File: src/rtl/if_stage.sv
// -----------------------------------------------------------------------------
// if_stage
//   Instruction-fetch stage sitting directly in front of decode. It owns the PC,
//   keeps at most one read outstanding on the sram-like instruction port, and
//   holds each fetched word in a registered output slot until decode takes it.
//   Branch/jump redirects from decode take effect after the delay slot.
//   Exception/ERET flushes restart fetch at flush_pc.
//
// Parameters
//   RESET_PC      first fetch address after reset
//
// Ports
//   clk           clock (single domain)
//   resetn        asynchronous active-low reset
//   inst_req      fetch request (address handshake with inst_addr_ok)
//   inst_addr     fetch address, always equal to the current pc
//   inst_addr_ok  request accepted this cycle
//   inst_data_ok  read data valid this cycle
//   inst_rdata    read data
//   id_allowin    decode can accept an instruction this cycle
//   br_valid      one-cycle pulse: taken branch/jump entered decode
//   br_target     redirect target, qualified by br_valid
//   flush         exception/ERET flush, highest priority
//   flush_pc      restart address, qualified by flush
//   if_valid      output slot holds a valid entry
//   if_pc         PC of the held entry
//   if_inst       held instruction word (0 for a fetch fault)
//   if_adel       held entry is an address-error fetch fault
// -----------------------------------------------------------------------------
module if_stage #(
    parameter logic [31:0] RESET_PC = 32'hbfc0_0000
) (
    input  logic        clk,
    input  logic        resetn,
    output logic        inst_req,
    output logic [31:0] inst_addr,
    input  logic        inst_addr_ok,
    input  logic        inst_data_ok,
    input  logic [31:0] inst_rdata,
    input  logic        id_allowin,
    input  logic        br_valid,
    input  logic [31:0] br_target,
    input  logic        flush,
    input  logic [31:0] flush_pc,
    output logic        if_valid,
    output logic [31:0] if_pc,
    output logic [31:0] if_inst,
    output logic        if_adel
);

    localparam logic [1:0] S_REQ    = 2'd0;
    localparam logic [1:0] S_WAIT   = 2'd1;
    localparam logic [1:0] S_FULL   = 2'd2;
    localparam logic [1:0] S_CANCEL = 2'd3;

    logic [1:0]  r_state;
    logic [31:0] r_pc;
    logic [31:0] r_fetch_pc;
    logic        r_br_pend;
    logic [31:0] r_br_tgt;
    logic        r_ds_issued;
    logic [31:0] r_if_pc;
    logic [31:0] r_if_inst;
    logic        r_if_adel;

    logic        w_pc_aligned;
    logic        w_addr_hs;
    logic        w_xfer;
    logic [31:0] w_pc_inc;
    logic [31:0] w_npc;
    logic [1:0]  w_state_nxt;

    assign w_pc_aligned = (r_pc[1:0] == 2'b00);

    // Request is gated by resetn so nothing is issued while reset is held.
    assign inst_req  = resetn & (r_state == S_REQ) & w_pc_aligned & ~flush;
    assign inst_addr = r_pc;

    assign w_addr_hs = inst_req & inst_addr_ok;
    assign w_xfer    = (r_state == S_FULL) & id_allowin;
    assign w_pc_inc  = r_pc + 32'd4;

    // A branch arriving in the same cycle as the delay-slot request steers
    // the following fetch straight to its target; otherwise a pending
    // redirect captured earlier is used.
    assign w_npc = br_valid  ? br_target :
                   r_br_pend ? r_br_tgt  :
                               w_pc_inc;

    assign if_valid = (r_state == S_FULL);
    assign if_pc    = r_if_pc;
    assign if_inst  = r_if_inst;
    assign if_adel  = r_if_adel;

    always_comb begin
        w_state_nxt = r_state;
        if (flush) begin
            // Anything that may still owe us a data beat must absorb it first.
            // An aligned REQ seeing addr_ok is treated as possibly committed
            // by the slave even though inst_req is masked this cycle.
            if ((r_state == S_WAIT) || (r_state == S_CANCEL) ||
                ((r_state == S_REQ) && w_pc_aligned && inst_addr_ok)) begin
                w_state_nxt = S_CANCEL;
            end else begin
                w_state_nxt = S_REQ;
            end
        end else begin
            case (r_state)
                S_REQ: begin
                    if (!w_pc_aligned) begin
                        w_state_nxt = S_FULL;
                    end else if (w_addr_hs) begin
                        w_state_nxt = S_WAIT;
                    end
                end
                S_WAIT: begin
                    if (inst_data_ok) begin
                        w_state_nxt = S_FULL;
                    end
                end
                S_FULL: begin
                    if (w_xfer) begin
                        w_state_nxt = S_REQ;
                    end
                end
                S_CANCEL: begin
                    if (inst_data_ok) begin
                        w_state_nxt = S_REQ;
                    end
                end
                default: w_state_nxt = S_REQ;
            endcase
        end
    end

    // Control state, pc and the output slot.
    always_ff @(posedge clk or negedge resetn) begin
        if (!resetn) begin
            r_state     <= S_REQ;
            r_pc        <= RESET_PC;
            r_br_pend   <= 1'b0;
            r_ds_issued <= 1'b0;
            r_if_pc     <= RESET_PC;
            r_if_inst   <= 32'd0;
            r_if_adel   <= 1'b0;
        end else begin
            r_state <= w_state_nxt;

            if (flush) begin
                r_pc <= flush_pc;
            end else if (w_addr_hs) begin
                r_pc <= w_npc;
            end else if (br_valid && r_ds_issued) begin
                // Delay slot already requested: pc has moved past it, so
                // overwrite it with the target.
                r_pc <= br_target;
            end

            if (flush || w_addr_hs) begin
                r_br_pend <= 1'b0;
            end else if (br_valid && !r_ds_issued) begin
                r_br_pend <= 1'b1;
            end

            // The first request accepted after a transfer is the delay slot.
            if (flush) begin
                r_ds_issued <= 1'b0;
            end else if (w_addr_hs) begin
                r_ds_issued <= 1'b1;
            end else if (w_xfer) begin
                r_ds_issued <= 1'b0;
            end

            if (!flush) begin
                if ((r_state == S_REQ) && !w_pc_aligned) begin
                    r_if_pc   <= r_pc;
                    r_if_inst <= 32'd0;
                    r_if_adel <= 1'b1;
                end else if ((r_state == S_WAIT) && inst_data_ok) begin
                    r_if_pc   <= r_fetch_pc;
                    r_if_inst <= inst_rdata;
                    r_if_adel <= 1'b0;
                end
            end
        end
    end

    // Data-only registers: meaningful only when qualified by control state.
    always_ff @(posedge clk) begin
        if (w_addr_hs) begin
            r_fetch_pc <= r_pc;
        end
        if (!flush && br_valid && !r_ds_issued && !w_addr_hs) begin
            r_br_tgt <= br_target;
        end
    end

endmodule

File: config.mk
export PLATFORM = sky130hd
export DESIGN_NAME = if_stage
export DESIGN_NICKNAME = d
export VERILOG_FILES = /design/src/rtl/if_stage.sv
export SDC_FILE = /design/constraint.sdc
export NUM_CORES = 1
export LEC_CHECK = 0
export CORE_UTILIZATION = 40
export CTS_BUF_LIST = sky130_fd_sc_hd__clkbuf_4 sky130_fd_sc_hd__clkbuf_8
export CTS_CLUSTER_SIZE = 40
export DETAILED_ROUTE_END_ITERATION = 12
export PLACE_DENSITY = 0.78
export SYNTH_ARGS = -nofsm -noshare
export SYNTH_HDL_FRONTEND = slang
export SYNTH_SLANG_ARGS = --single-unit
File: constraint.sdc
create_clock -name clk -period 5.35 [get_ports clk]
set_clock_uncertainty 0.05 [all_clocks]
set_input_delay 0.535 -clock clk [delete_from_list [all_inputs] [get_ports clk]]
set_output_delay 0.535 -clock clk [all_outputs]
set_load 0.005 [all_outputs]
==> impl_metrics.xml <==
<?xml version="1.0" encoding="UTF-8"?>
<metrics>
  <group name="clock_network">
    <metric name="cts_buffer_depth" unit="">2</metric>
    <metric name="cts_inserted_buffers" unit="">17</metric>
    <metric name="cts-htree-levels" unit="">4</metric>
    <metric name="clock_sink_count" unit="">165</metric>
    <metric name="post-cts-setup-buffer-count" unit="">0</metric>
    <metric name="cts_tree" unit="">built</metric>
    <metric name="clock_insertion_delay_worst_skew" unit="ns">0.45</metric>
    <metric name="clock-root-buffer" unit="">sky130_fd_sc_hd__clkbuf_8</metric>
    <metric name="cts.reportedPaths.clkPinSlew" unit="ns">0.09</metric>
    <metric name="ctsHoldBuffers" unit="">0</metric>
    <metric name="cts_resized" unit="">0</metric>
  </group>
  <group name="outcome">
    <metric name="outcome" unit="">finished, final reports clean</metric>
  </group>
  <group name="global_route">
    <metric name="grt_remaining_overflow" unit="">0</metric>
    <metric name="grt_antenna_before_repair" unit="">0</metric>
    <metric name="first_pass_grt_wire_length" unit="um">33300</metric>
    <metric name="first_global_vias" unit="">6101</metric>
    <metric name="grt_max_degree" unit="">132</metric>
    <metric name="groute.usage.overall" unit="">0.221</metric>
  </group>
  <group name="drt">
    <metric name="dr.first_iter.drc_count" unit="">543</metric>
    <metric name="drc" unit="">0</metric>
    <metric name="detailedRoute.firstPassIterationCount" unit="">5</metric>
    <metric name="via_count" unit="">6416</metric>
    <metric name="wl" unit="um">20900</metric>
    <metric name="ant_nets" unit="">0</metric>
    <metric name="detail_route.vias_per_cell" unit="">5.55</metric>
    <metric name="wl_per_cell" unit="um">18.1</metric>
  </group>
  <group name="setup_path">
    <metric name="critPathMaxStageDelay" unit="ns">0.60</metric>
    <metric name="cp_data_arrival_time" unit="ns">2.50</metric>
    <metric name="cp-start-kind" unit="">input pin</metric>
    <metric name="cp_max_delay_cell" unit="">sky130_fd_sc_hd__or4b_4</metric>
    <metric name="worst_setup_path_end_kind" unit="">output port</metric>
    <metric name="crit_chain" unit="">buf_4 &gt; or4b_4 &gt; nor3_1 &gt; clkdlybuf4s50_1</metric>
    <metric name="cp_top_family" unit="">buffers and inverters</metric>
    <metric name="worstPathBufferInverterCount" unit="">2</metric>
    <metric name="timing.critical_path.required" unit="ns">4.76</metric>
    <metric name="critPathMaxFanout" unit="">52</metric>
    <metric name="path_class" unit="">in -&gt; out</metric>
  </group>
  <group name="floorplan">
    <metric name="core_area" unit="um2">18200</metric>
    <metric name="die_y" unit="um">139</metric>
    <metric name="fp.dieArea" unit="um2">19400</metric>
    <metric name="start_util" unit="">0.415</metric>
    <metric name="row_count" unit="">49</metric>
    <metric name="die_width" unit="um">139</metric>
    <metric name="io_pins" unit="">202</metric>
  </group>
  <group name="sta">
    <metric name="worst_slew_pin_slew" unit="ns">1.12</metric>
    <metric name="timing_hold_violations_final" unit="">0</metric>
    <metric name="timing.final.setup_violations" unit="">0</metric>
    <metric name="number_of_max_slew_violations_in_the_final_report" unit="">0</metric>
    <metric name="final.setup.tns" unit="ns">0</metric>
    <metric name="timing.hold.ws" unit="ns">0.0695</metric>
    <metric name="fmax" unit="MHz">324</metric>
    <metric name="worst_slew_margin_rel" unit="">0.250</metric>
    <metric name="setup_repair_after_global_routing_missed_its_margin" unit="">no</metric>
    <metric name="final.min_clock_period" unit="ns">3.09</metric>
    <metric name="layout_worst_path_cycle_share" unit="">0.577</metric>
  </group>
  <group name="finish">
    <metric name="areaGrowthSynthToFinish" unit="%">33.1</metric>
    <metric name="ff_latch_area" unit="um2">4470</metric>
    <metric name="post_route_cells_drive_above_1_share" unit="">0.0776</metric>
    <metric name="layout_common_cells" unit="">sky130_fd_sc_hd__clkdlybuf4s50_1 (200), sky130_fd_sc_hd__nand2_1 (150), sky130_fd_sc_hd__o21ai_0 (102), sky130_fd_sc_hd__dfrtp_1 (83), sky130_fd_sc_hd__edfxtp_1 (64)</metric>
    <metric name="fillers" unit="">1622</metric>
    <metric name="n_antenna_cell" unit="">0</metric>
    <metric name="multiInputGateArea" unit="um2">2850</metric>
    <metric name="layout.cells.most_common" unit="">sky130_fd_sc_hd__clkdlybuf4s50_1</metric>
    <metric name="finish.net_count" unit="">1019</metric>
  </group>
  <group name="synthesis">
    <metric name="post-synth-top-area-cell" unit="">sky130_fd_sc_hd__dfrtp_1</metric>
    <metric name="synthesis.instances" unit="">741</metric>
    <metric name="synth_warnings" unit="">0</metric>
    <metric name="yosysUniqueCellTypes" unit="">60</metric>
    <metric name="asyncSetResetFlopFracSynth" unit="">0.612</metric>
    <metric name="synth_enable_flop_cells" unit="">64</metric>
    <metric name="syn-cell-area" unit="um2">7560</metric>
    <metric name="synth_nets" unit="">845</metric>
    <metric name="synth_top_area_share" unit="">0.275</metric>
    <metric name="postSynthAreaPerCell" unit="um2">10.2</metric>
    <metric name="yosysSeqAreaShare" unit="">0.592</metric>
    <metric name="synth_seq_cells" unit="">165</metric>
    <metric name="dominantRegCellSynth" unit="">sky130_fd_sc_hd__dfrtp_1</metric>
    <metric name="yosys-top-cells-area" unit="">sky130_fd_sc_hd__dfrtp_1 (27%), sky130_fd_sc_hd__edfxtp_1 (25%), sky130_fd_sc_hd__nand2_1 (7.5%)</metric>
  </group>
  <group name="pwr">
    <metric name="vdd_drop_max" unit="mV">0.158</metric>
    <metric name="power_density" unit="nW/um2">417</metric>
    <metric name="power_leakage" unit="nW">3.99</metric>
  </group>
  <group name="hold_path">
    <metric name="hold_path.class" unit="">in -&gt; async</metric>
  </group>
  <group name="placed_design">
    <metric name="dp.final_hpwl" unit="um">14600</metric>
    <metric name="place.gp.congestion" unit="">0.903</metric>
    <metric name="portBuffers" unit="">201</metric>
  </group>
  <group name="job">
    <metric name="drv_cap" unit="">0</metric>
  </group>
</metrics>
==> cells by family after synthesis <==
family / Yosys count / synth area share
buf+inv: 60 / 0.0361
compound gates: 199 / 0.150
xor+xnor: 11 / 0.0127
fa+ha+maj: 1 / 0.00166
simple gates: 274 / 0.167
mux: 31 / 0.0411
flops: 165 / 0.592
==> cell type report <==
| class | instances | area share |
|---|---|---|
| Timing Repair Buffer | 209 | 0.206 |
| Sequential cell | 165 | 0.444 |
| Multi-Input combinational cell | 516 | 0.283 |
| Inverter | 6 | 0.00224 |
| Clock inverter | 15 | 0.0129 |
| Clock buffer | 17 | 0.0233 |
| Tap cell | 229 | 0.0285 |
==> report_power, final <==
part           internal, W  total [W]  leakage [nW]  switching [W]
clock network     0.000370   0.000850         0.181       0.000480
registers          0.00166    0.00191          1.81       0.000244
logic             0.000773    0.00144          2.00       0.000663
==> synthesized netlist by cell type (15+ instances only) <==
master,n
sky130_fd_sc_hd__o21ai_1,16
sky130_fd_sc_hd__nor2_1,26
sky130_fd_sc_hd__a21oi_1,31
sky130_fd_sc_hd__clkbuf_1,42
sky130_fd_sc_hd__dfrtp_1,83
sky130_fd_sc_hd__dfstp_2,18
sky130_fd_sc_hd__mux2i_1,31
sky130_fd_sc_hd__nand3_1,39
sky130_fd_sc_hd__nor3_1,15
sky130_fd_sc_hd__nand2_1,150
sky130_fd_sc_hd__o21ai_0,102
sky130_fd_sc_hd__edfxtp_1,64
==> path summary, 6_finish.rpt <==
| check | start | to | slack, ns | cells past startpoint |
|---|---|---|---|---|
| max | resetn | inst_req | 2.26 | 4 |
| min | resetn | inst_addr[3]$_DFFE_PN0P_ | 0.07 | 1 |
| max reg2reg | inst_addr[1]$_DFFE_PN0P_ | r_br_tgt[22]$_DFFE_PP_ | 2.57 | 4 |
| min reg2reg | if_pc[13]$_DFFE_PN0P_ | if_pc[13]$_DFFE_PN0P_ | 0.43 | 2 |
| max in group asynchronous | resetn | if_pc[18]$_DFFE_PN0P_ | 4.01 | 2 |
| min in group clk | if_pc[13]$_DFFE_PN0P_ | if_pc[13]$_DFFE_PN0P_ | 0.43 | 2 |
==> through the flow <==
stage | util | instances | setup WS, ns | power, W | cell area, um2
floorplan | - | 741 | 0.298 | 0.00253 | 7560
global placement | 0.533 | 1125 | 2.15 | 0.00334 | 9700
detailed placement | 0.533 | 1125 | 2.00 | 0.00339 | 9700
CTS | 0.553 | 1157 | 2.23 | 0.00423 | 10100
global route | 0.553 | 1157 | 2.18 | 0.00446 | 10100
finish | 0.553 | 1157 | 2.26 | 0.00419 | 10100
==> metal layers <==
metal | routed length (um) | global-route usage | share of wire
met1 | 8960 | 0.302 | 0.43
met2 | 9870 | 0.348 | 0.47
met3 | 1640 | 0.0478 | 0.079
met4 | 416 | 0.0807 | 0.020
met5 | 0 | 0 | 0
==> registers in the layout, indices dropped and copies added (netlist names) <==
register / cells
if_adel: 1
if_inst: 32
if_pc: 32
inst_addr: 32
r_br_pend: 1
r_br_tgt: 32
r_ds_issued: 1
r_fetch_pc: 32
r_state: 2
Note: power is estimated with default switching activity, not from simulation.
==> patch, RTL diff (same flow settings) <==
Make the reset (`resetn`) synchronous in one clocked block. Comments in the files are not updated.
--- a/src/rtl/if_stage.sv
+++ b/src/rtl/if_stage.sv
@@ -135,5 +135,5 @@
 
     // Control state, pc and the output slot.
-    always_ff @(posedge clk or negedge resetn) begin
+    always_ff @(posedge clk) begin
         if (!resetn) begin
             r_state     <= S_REQ;
Function: differs if resetn is asserted again (counterexample within 4 cycles, from zero or initial values and one cycle with resetn low); with resetn held inactive, the same outputs for 4 cycles.
==> patch against the unedited design <==
- area after synthesis up 1.5%
- utilization shrank 1.0 points
- worst setup slack improved by 0.045 ns
- sequential cell count is the same
- wire length grew 7.6%
- final area grew 1.1%
- count of clock-buffer cells in the layout increased by 2
- critical endpoint is now inst_addr[14]
Power is not compared: it rests on default switching activity, and its combinational part moved more than twofold at a synthesized area within 25%.
==> patch: results (changes against the unedited design) <==
INFO  outcome        run_status=complete, no violations
INFO  routing        drt_pre_antenna_iters=6 [+1]
INFO  place          postPlaceCellArea=9780um2 [+0.81%]
INFO  critical_path  path_depth=6 [+2]
INFO  final_layout   share_of_cells_above_drive_strength_1=0.0642 [-0.0134]
INFO  routing        detail_route.wirelength.met1=9750um [+8.8%]
INFO  logic_synthesis synth_cell_type_count=64 [+6.7%]
INFO  routing        detail_route.iter0.violations=740 [+36%]
INFO  final_layout   fill_cells=1708 [+5.3%]
INFO  global_routing grt_util_all_layers=0.229 [+0.00752]
INFO  global_routing gr-usage-met2=0.356 [+0.00826]
INFO  critical_path  cp-startpoint=inst_addr[1]
INFO  critical_path  critPathArrivalTime=3.38ns [+0.88 ns]
INFO  timing         max-slew-margin-rel=0.178 [-0.0718]
INFO  final_layout   final_cell_count_no_fill=1184 [+2.3%]
INFO  place          gpl.final_weighted_congestion=0.891 [-1.4%]
INFO  logic_synthesis synth_compound_gate_area_share=0.213 [+0.0632]
INFO  timing         hold_slack=0.368ns [+0.299 ns]
INFO  timing         fmax=329MHz [+1.5%]
INFO  global_routing use_met1=0.314 [+0.0123]
INFO  global_routing grt_antenna_before_repair=1 [+1]
INFO  global_routing first_pass_grt_wire_length=35100um [+5.4%]
INFO  routing        highest_layer=met5
INFO  routing        dr_total_vias=6869 [+7.1%]
INFO  logic_synthesis postSynthCellCount=774 [+4.5%]
INFO  logic_synthesis synth_fa_ha_area_frac=0.00163 [-0.0000240]
INFO  place          detailedPlacementHpwl=15400um [+5.6%]
INFO  critical_path  cp-end-kind=flip-flop
INFO  logic_synthesis post_synth_xor_area_fraction=0.0103 [-0.00247]
INFO  critical_path  cp_top_family=simple AND/OR/NAND/NOR gates
INFO  critical_path  crit_path_max_incr_delay=0.71ns [+0.11 ns]
INFO  critical_path  ff2ff_setup_slack=2.31ns [-0.26 ns]
INFO  critical_path  endpoint_of_the_worst_slack_reg_to_reg_timing_path=inst_addr[14]
INFO  routing        wl=22500um [+7.6%]
INFO  worst_hold_path holdCritPathClass=in2reg
INFO  critical_path  worst-path-max-fanout=13 [-75%]
[patch: cell type report]
cell class,count,area (um2),share of cell area
Clock buffer,19,249,0.0245
Clock inverter,13,149,0.0146
Inverter,10,37.5,0.00369
Multi-Input combinational cell,533,3430,0.337
Sequential cell,165,3940,0.388
Tap cell,234,293,0.0288
Timing Repair Buffer,210,2070,0.204
[patch: logic make-up (layout without fill, tap and decap cells)]
group / count (synthesis) / after routing
multiplexers: 30 / 30
AND/OR/NAND/NOR: 267 / 267
adder cells (fa/ha/maj): 1 / 1
XOR/XNOR: 9 / 9
flip-flops: 165 / 165
buffers and inverters: 76 / 252
AO/OA/AOI/OAI: 226 / 226
[patch: power groups by stage]
stage          registers (W)  logic (W)  clock network (W)
3_3_place_gp         0.00153   0.000630                  0
3_5_place_dp         0.00154   0.000638                  0
5_1_grt              0.00153   0.000693           0.000991
6_report             0.00151   0.000639           0.000917
4_1_cts              0.00151   0.000641           0.000942
2_1_floorplan        0.00151   0.000330                  0
